<file path="src/rtl/soc_system_endstop_ctrl.sv">
// Purpose : debounced endstop switch monitor with per-axis halt latch, edge interrupt and Avalon-MM CSRs.
// Latency : input to stable = 2 sync edges + DEBOUNCE_CYCLES; readdata 1 cycle after address.
// Backpr. : none; the slave is always ready, and reads and writes complete without wait states.
//
// Ports   : clk, reset (async, active-high)
//           address[1:0], write, writedata[31:0], readdata[31:0]   Avalon-MM slave
//           in_port[5:0]   raw switch inputs (asynchronous)
//           axis_stop[5:0] latched halt request per axis
//           irq            level interrupt = |(edge & irq_mask)
// Macro   : ENDSTOP_CTRL_DEBOUNCE_EN enables the per-channel debounce counters. When the
//           macro is undefined, stable follows sync every cycle and DEBOUNCE_CYCLES is ignored.
// Map     : 0 RO {sync[13:8], level[5:0]}   1 RW polarity[5:0]
//           2 RW {arm[13:8], irq_mask[5:0]} 3 W1C {trip[13:8], edge[5:0]}
module soc_system_endstop_ctrl #(
  parameter int unsigned DEBOUNCE_CYCLES = 50000
) (
  input  logic        clk,
  input  logic        reset,
  input  logic [1:0]  address,
  input  logic        write,
  input  logic [31:0] writedata,
  output logic [31:0] readdata,
  input  logic [5:0]  in_port,
  output logic [5:0]  axis_stop,
  output logic        irq
);

  logic [5:0]  sync_meta;
  logic [5:0]  sync;
  logic [5:0]  stable;
  logic [5:0]  stable_nxt;
  logic [5:0]  polarity;
  logic [5:0]  irq_mask;
  logic [5:0]  arm;
  logic [5:0]  edge_flag;
  logic [5:0]  trip_flag;
  logic [5:0]  level;
  logic [5:0]  edge_set;
  logic [5:0]  edge_clr;
  logic [5:0]  trip_clr;
  logic [31:0] rd_nxt;
  logic        unused_wd;

  assign unused_wd = ^{writedata[31:14], writedata[7:6]};

`ifdef ENDSTOP_CTRL_DEBOUNCE_EN
  localparam logic [15:0] CNT_LAST = 16'(DEBOUNCE_CYCLES - 1);

  logic [5:0][15:0] cnt;
  logic [5:0][15:0] cnt_nxt;

  // A channel must disagree with stable for DEBOUNCE_CYCLES consecutive
  // cycles. Any agreement in between restarts the count from zero.
  always_comb begin
    stable_nxt = stable;
    cnt_nxt    = cnt;
    for (int i = 0; i < 6; i++) begin
      if (sync[i] != stable[i]) begin
        if (cnt[i] == CNT_LAST) begin
          stable_nxt[i] = sync[i];
          cnt_nxt[i]    = '0;
        end else begin
          cnt_nxt[i] = cnt[i] + 16'd1;
        end
      end else begin
        cnt_nxt[i] = '0;
      end
    end
  end

  always_ff @(posedge clk or posedge reset) begin
    if (reset) begin
      cnt <= '0;
    end else begin
      cnt <= cnt_nxt;
    end
  end
`else
  logic [15:0] unused_cfg;
  assign unused_cfg = 16'(DEBOUNCE_CYCLES);
  assign stable_nxt = sync;
`endif

  assign level = stable ^ polarity;

  // Edges are taken from the stable transition itself. A polarity change
  // alone flips level without moving stable, so it never raises an edge.
  assign edge_set = (stable_nxt ^ stable) & (stable_nxt ^ polarity);

  assign edge_clr = (write && address == 2'd3) ? writedata[5:0]  : 6'd0;
  assign trip_clr = (write && address == 2'd3) ? writedata[13:8] : 6'd0;

  always_comb begin
    rd_nxt = '0;
    case (address)
      2'd0:    rd_nxt = {18'd0, sync, 2'd0, level};
      2'd1:    rd_nxt = {26'd0, polarity};
      2'd2:    rd_nxt = {18'd0, arm, 2'd0, irq_mask};
      default: rd_nxt = {18'd0, trip_flag, 2'd0, edge_flag};
    endcase
  end

  always_ff @(posedge clk or posedge reset) begin
    if (reset) begin
      sync_meta <= '0;
      sync      <= '0;
      stable    <= '0;
      polarity  <= '0;
      irq_mask  <= '0;
      arm       <= '0;
      edge_flag <= '0;
      trip_flag <= '0;
      readdata  <= '0;
    end else begin
      sync_meta <= in_port;
      sync      <= sync_meta;
      stable    <= stable_nxt;
      if (write && address == 2'd1) begin
        polarity <= writedata[5:0];
      end
      if (write && address == 2'd2) begin
        arm      <= writedata[13:8];
        irq_mask <= writedata[5:0];
      end
      // Set wins over a same-cycle clear, so no event is lost. A trip on
      // an armed, active channel therefore persists until it is disarmed.
      edge_flag <= (edge_flag & ~edge_clr) | edge_set;
      trip_flag <= (trip_flag & ~trip_clr) | (arm & level);
      readdata  <= rd_nxt;
    end
  end

  assign axis_stop = trip_flag;
  assign irq       = |(edge_flag & irq_mask);

endmodule
</file>
<file path="config.mk">
export PLATFORM = sky130hd
export DESIGN_NAME = soc_system_endstop_ctrl
export DESIGN_NICKNAME = d
export VERILOG_FILES = /design/src/rtl/soc_system_endstop_ctrl.sv
export SDC_FILE = /design/constraint.sdc
export NUM_CORES = 1
export LEC_CHECK = 0
export CAP_MARGIN = 20
export CORE_MARGIN = 8
export CORE_UTILIZATION = 41
export DETAILED_ROUTE_END_ITERATION = 8
export PLACE_DENSITY = 0.78
export SLEW_MARGIN = 20
export SYNTH_ARGS = -nofsm -noshare
export SYNTH_HDL_FRONTEND = slang
export SYNTH_SLANG_ARGS = --single-unit
</file>
<file path="constraint.sdc">
create_clock -name clk -period 1.9 [get_ports clk]
set_input_delay 0.285 -clock clk [delete_from_list [all_inputs] [get_ports clk]]
set_output_delay 0.285 -clock clk [all_outputs]
set_load 0.1 [all_outputs]
</file>
==> results of run 1 <==
synth_stat cells, types with 2 or more instances:
cell and n:
sky130_fd_sc_hd__dfrtp_1 60, sky130_fd_sc_hd__nand2_1 23, sky130_fd_sc_hd__buf_4 22, sky130_fd_sc_hd__mux2_2 19, sky130_fd_sc_hd__mux2i_1 17, sky130_fd_sc_hd__nor2_1 12
sky130_fd_sc_hd__a22o_1 6, sky130_fd_sc_hd__o21ai_0 6, sky130_fd_sc_hd__xor2_1 6, sky130_fd_sc_hd__a221o_1 5, sky130_fd_sc_hd__nor2b_1 5, sky130_fd_sc_hd__xnor2_1 5
sky130_fd_sc_hd__a22oi_1 3, sky130_fd_sc_hd__buf_2 3, sky130_fd_sc_hd__nand3b_1 2
final cells by class:
type / count / area, um2
clock buffers: 14 / 173
clock inverters: 1 / 30.0
fillers: 552 / 3000
inverters: 1 / 3.75
multi-input cells: 137 / 945
flip-flops and latches: 60 / 1500
well taps: 77 / 96.3
repair buffers: 50 / 455
per-stage QoR:
step | power, uW | hold slack (ns) | setup slack (ns) | cell area (um2)
global route | 4300 | 0.261 | 0.181 | 3200
finish | 4140 | 0.238 | 0.224 | 3200
floorplan | 2720 | 0.316 | 0.130 | 2650
CTS | 4180 | 0.229 | 0.187 | 3200
global placement | 2970 | 0.332 | 0.112 | 3000
detailed placement | 3000 | 0.336 | 0.123 | 3000
worst paths after layout:
| kind | end |
|---|---|
| setup / recovery | irq |
| hold / removal | edge_flag[5]$_DFF_PP0_ |
| setup reg to reg | readdata[5]$_DFF_PP0_ |
| hold reg to reg | stable_nxt[2]$_DFF_PP0_ |
| max in group asynchronous | polarity[2]$_DFFE_PP0P_ |
| min in group clk | stable_nxt[2]$_DFF_PP0_ |
state kept, by name, summed over array words and instances (netlist names):
register	count
readdata	12
arm	6
axis_stop	6
edge_flag	6
irq_mask	6
polarity	6
stable	6
stable_nxt	6
sync_meta	6
layer usage:
metal / GRT usage (%) / vias to the layer above
li1: - / 770
met5: 0 / -
met2: 19.2 / 48
met1: 14.4 / 804
met4: 8.19 / 0
met3: 5.28 / 11
worst max-delay path, cell delays in order, from the launching register on:
cell and delay, ns:
sky130_fd_sc_hd__dfrtp_1 0.42, sky130_fd_sc_hd__a22oi_1 0.24, sky130_fd_sc_hd__nand3_1 0.18, sky130_fd_sc_hd__buf_12 0.21
power groups by stage:
stage / Sequential, uW / Clock [uW] / Combinational [uW]
global route: 1640 / 1250 / 1410
finish: 1620 / 1170 / 1350
floorplan: 2190 / 0 / 524
detailed placement: 1640 / 0 / 1360
global placement: 1630 / 0 / 1350
CTS: 1620 / 1200 / 1360
cell families after synthesis:
| group | share of synthesized area [%] |
|---|---|
| compound gates | 7.15 |
| xor+xnor | 3.74 |
| buf+inv | 7.73 |
| flops | 58.3 |
| mux | 14.9 |
| other cells | 0.146 |
| simple gates | 7.97 |
==> flow_summary.json, run 1 <==
{
  "postCtsResizedCells": 0,
  "required_ns": 1.62,
  "met1_length_mm": 2.11,
  "first_global_vias": 1699,
  "ys_seq_elements": 60,
  "ctsRootBufferMaster": "sky130_fd_sc_hd__clkbuf_8",
  "place.detailed.instances": 325,
  "clock_tree_from_tritoncts": "yes",
  "timing.setup.tns_ns": 0,
  "detail_route.wl_per_cell_um": 15.2,
  "post_synth.cell_area_avg_um2": 12.5,
  "netlist.area_leader.share_pct": 58.3,
  "endpoint_kind": "primary output",
  "most_frequent_standard_cell_in_the_layout_excluding_fill_and_tap_cells": "sky130_fd_sc_hd__dfrtp_1",
  "num_antenna_cells": 0,
  "layout_min_cycle_time_ns": 1.68,
  "fin_skew_ns": 0.00950,
  "crit_type": "flip-flop to primary output",
  "avgViaCountPerCell": 4.80,
  "route.met2.wl_mm": 2.54,
  "wirelength_mm": 5.18,
  "layout.cells.most_common_list": "sky130_fd_sc_hd__dfrtp_1 (60), sky130_fd_sc_hd__buf_4 (26), sky130_fd_sc_hd__nand2_1 (23)",
  "timing.final.crit_share_pct": 88.2,
  "fp-row-count": 29,
  "detailedRoute.firstIterationViolations": 57,
  "crit_fanout": 3,
  "cts_htree_levels": 3,
  "maxCapViolCount": 0,
  "antenna_violating_nets_post_route": 0,
  "dr_wl_met3_um": 399,
  "status": "finished, final reports clean",
  "worst_ep_arrival_time_ns": 1.39,
  "hpwl_mm": 3.81,
  "initial_core_util_pct": 41.5,
  "cts.reportedPaths.clkPinSlew_ns": 0.07,
  "dr_pass1_iterations": 4,
  "critPathLaunchType": "flip-flop",
  "clock_insertion_delay_worst_skew_ns": 0.34,
  "final-hold-violation-count": 0,
  "area_added_between_synthesis_and_finish_pct": 24.5,
  "die_area_um2": 9070,
  "cts_setup_buffers": 0,
  "hold_buffers": 0,
  "setup_viol": 0,
  "synth_top_cell_by_area": "sky130_fd_sc_hd__dfrtp_1",
  "fmax_ghz": 0.597,
  "finalMaxSlewViolations": 0,
  "maximum_ir_drop_on_the_vdd_rail_mv": 0.788,
  "num_vias": 1633,
  "num-nets-final": 302,
  "synth-edff-count": 0,
  "regToRegStartpoint": "polarity[5]$_DFFE_PP0P_",
  "cellPowerDensity_nw_per_um2": 1290,
  "dr.max_layer_used": "met4",
  "die_height_um": 95.2,
  "yosysUniqueCellTypes": 27,
  "grt_first_pass_wirelength_mm": 8.38,
  "synth_warnings": 0,
  "layout-drive-gt1-share_pct": 23.6,
  "layout.cells.non_filler": 340,
  "setup.reg_to_reg.worst_slack_ns": 0.82,
  "grt.total_usage_pct": 12.6,
  "worst-r2r-cell-count": 3,
  "clock_sinks": 60,
  "power_share_of_the_sequential_group_pct": 39.1,
  "cts_buffers": 9,
  "yosys-top-cells-area": "sky130_fd_sc_hd__dfrtp_1 (58%), sky130_fd_sc_hd__mux2_2 (8.3%), sky130_fd_sc_hd__mux2i_1 (6.6%)",
  "power.clock.fraction_pct": 28.2,
  "number_of_antenna_violations_at_the_first_check_in_global_routing": 0,
  "crit_path_start": "edge_flag[5]$_DFF_PP0_",
  "power_switching_uw": 1600,
  "asyncSetResetFlopFracSynth_pct": 100,
  "ys_dominant_reg_cell": "sky130_fd_sc_hd__dfrtp_1",
  "clk_path_buf_depth": 2,
  "numPortBuffers": 41,
  "globalplace.congestion": 0.791,
  "cellLeakagePower_uw": 0.00144,
  "combinationalPowerShare_pct": 32.6,
  "sw_frac_of_total_pct": 38.7,
  "setup_repair_after_global_routing_missed_its_margin": "no",
  "worst_hold_path_type": "input pin to asynchronous set/reset pin",
  "core_area_um2": 6200,
  "grt_start_max_net_pins": 23,
  "synth.yosys.seq_area_share_pct": 58.3,
  "cellInternalPower_uw": 2530,
  "die_x_um": 95.2,
  "synthCells": 206,
  "top_level_ports": 82,
  "grt_overflow": 0,
  "area_of_the_mapped_netlist_um2": 2570,
  "drt_drc_violations_left": 0,
  "fin_util_pct": 51.6
}
Note: power is estimated with default switching activity, not from simulation.
==> run 2: changes to the inputs <==
--- a/config.mk
+++ b/config.mk
@@ -7,9 +7,11 @@
 export LEC_CHECK = 0
 export CAP_MARGIN = 20
 export CORE_MARGIN = 8
-export CORE_UTILIZATION = 41
+export CORE_UTILIZATION = 42
 export DETAILED_ROUTE_END_ITERATION = 8
-export PLACE_DENSITY = 0.78
+export DONT_BUFFER_PORTS = 1
+export MAX_ROUTING_LAYER = met4
+export PLACE_DENSITY = 0.62
 export SLEW_MARGIN = 20
 export SYNTH_ARGS = -nofsm -noshare
 export SYNTH_HDL_FRONTEND = slang
==> constraint.sdc (replaced) <==
create_clock -name clk -period 1.9 [get_ports clk]
set_input_delay 0.285 -clock clk [delete_from_list [all_inputs] [get_ports clk]]
set_output_delay 0.285 -clock clk [all_outputs]
set_load 0.01 [all_outputs]
==> flow_summary.json, run 2 (synthesis results as in run 1) <==
{
  "clock_tree_from_tritoncts": "yes",
  "timing.setup.tns_ns": 0,
  "clk_path_buf_depth": 2,
  "detailedRoute.firstIterationViolations": 49,
  "first_global_vias": 1517,
  "crit_fanout": 3,
  "required_ns": 1.62,
  "num-nets-final": 262,
  "crit_type": "flip-flop to primary output",
  "antenna_violating_nets_post_route": 0,
  "hpwl_mm": 3.45,
  "globalplace.congestion": 0.769,
  "finalMaxSlewViolations": 0,
  "worst_ep_arrival_time_ns": 1.15,
  "postCtsResizedCells": 0,
  "layout_min_cycle_time_ns": 1.43,
  "num_vias": 1457,
  "num_antenna_cells": 0,
  "drt_drc_violations_left": 0,
  "fp-row-count": 28,
  "cellLeakagePower_uw": 0.00125,
  "globalRouteMet2Util_pct": 16.5,
  "cellInternalPower_uw": 2340,
  "cts_htree_levels": 3,
  "critPathLaunchType": "flip-flop",
  "grt.total_usage_pct": 12.5,
  "wirelength_mm": 4.91,
  "tightest_slew_ns": 0.501,
  "power.clock.fraction_pct": 35.3,
  "hold-worst-slack_ns": 0.0482,
  "fmax_ghz": 0.697,
  "numPortBuffers": 0,
  "max-slew-margin-rel_pct": 66.5,
  "die_x_um": 94.3,
  "cts_buffers": 9,
  "number_of_antenna_violations_at_the_first_check_in_global_routing": 0,
  "fin_skew_ns": 0.00503,
  "detail_route.wl_per_cell_um": 16.5,
  "avgViaCountPerCell": 4.91,
  "grt_start_max_net_pins": 39,
  "core_area_um2": 5920,
  "die_height_um": 94.3,
  "power_share_of_the_sequential_group_pct": 53.1,
  "maxCapViolCount": 0,
  "grt_first_pass_wirelength_mm": 7.99,
  "setup_repair_after_global_routing_missed_its_margin": "no",
  "cts_setup_buffers": 0,
  "final-hold-violation-count": 0,
  "most_frequent_standard_cell_in_the_layout_excluding_fill_and_tap_cells": "sky130_fd_sc_hd__dfrtp_1",
  "groute.layer.met1.usage_pct": 15.1,
  "layout.cells.most_common_list": "sky130_fd_sc_hd__dfrtp_1 (60), sky130_fd_sc_hd__nand2_1 (23), sky130_fd_sc_hd__conb_1 (20)",
  "area_added_between_synthesis_and_finish_pct": 10.3,
  "layout-drive-gt1-share_pct": 16.7,
  "grt_overflow": 0,
  "ctsRootBufferMaster": "sky130_fd_sc_hd__clkbuf_8",
  "power_switching_uw": 799,
  "die_area_um2": 8890,
  "register_containing_the_most_flip_flops_in_the_final_layout": "readdata",
  "initial_core_util_pct": 43.5,
  "layer_with_the_highest_usage": "met2",
  "cts.reportedPaths.clkPinSlew_ns": 0.06,
  "groute.layer.met3.usage_pct": 5.28,
  "sw_frac_of_total_pct": 25.5,
  "top_level_ports": 82,
  "endpoint_kind": "primary output",
  "clock_insertion_delay_worst_skew_ns": 0.33,
  "clock_sinks": 60,
  "largest_reg_flops": 12,
  "status": "finished, final reports clean",
  "maximum_ir_drop_on_the_vdd_rail_mv": 0.423,
  "dr_pass1_iterations": 4,
  "worst_hold_path_type": "input pin to flip-flop",
  "timing.final.crit_share_pct": 75.5,
  "hold_buffers": 7,
  "combinationalPowerShare_pct": 11.5,
  "setup_viol": 0,
  "cellPowerDensity_nw_per_um2": 1110
}
run 2: worst paths after layout:
kind,startpoint,endpoint,slack [ns],depth (start not counted)
max,edge_flag[5]$_DFF_PP0_,irq,0.47,2
min,address[1],readdata[3]$_DFF_PP0_,0.05,1
max reg2reg,polarity[5]$_DFFE_PP0P_,readdata[5]$_DFF_PP0_,0.81,3
min reg2reg,sync_meta[4]$_DFF_PP0_,stable_nxt[4]$_DFF_PP0_,0.35,0
max in group asynchronous,reset,edge_flag[1]$_DFF_PP0_,0.89,3
min in group asynchronous,reset,sync_meta[4]$_DFF_PP0_,0.44,2
run 2: worst max-delay path: stages (launching register included):
cell	delay, ns
sky130_fd_sc_hd__dfrtp_1	0.40
sky130_fd_sc_hd__a22oi_1	0.23
sky130_fd_sc_hd__nand3_1	0.19
run 2: routing by layer:
layer	wire length [um]	up-vias	share of wire (%)
li1	-	687	-
met1	2100	704	43
met2	2190	53	45
met3	487	13	9.9
met4	129	0	2.6
met5	0	-	0
run 2: cell type report:
type	count	area [um2]
timing repair buffer	10	105
sequential	60	1500
multi-input combinational	137	945
fill	525	3080
inverter	1	3.75
clock buffer	12	155
clock inverter	2	35.0
tap	75	93.8
run 2: stage by stage:
stage / std cells / total power (uW) / instance area, um2 / setup slack, ns / util [%]
floorplan: 225 / 1990 / 2650 / 0.130 / -
global placement: 276 / 2040 / 2580 / 0.643 / 43.6
detailed placement: 276 / 2050 / 2580 / 0.655 / 43.6
CTS: 297 / 3200 / 2840 / 0.422 / 48.0
global route: 297 / 3320 / 2840 / 0.389 / 48.0
finish: 297 / 3140 / 2840 / 0.466 / 48.0
run 2: power by group through the flow:
stage	Combinational [uW]	Clock, uW	Sequential, uW
3_5_place_dp	358	0	1700
4_1_cts	371	1150	1670
6_report	363	1110	1670
5_1_grt	411	1210	1700
2_1_floorplan	348	0	1650
3_3_place_gp	348	0	1690
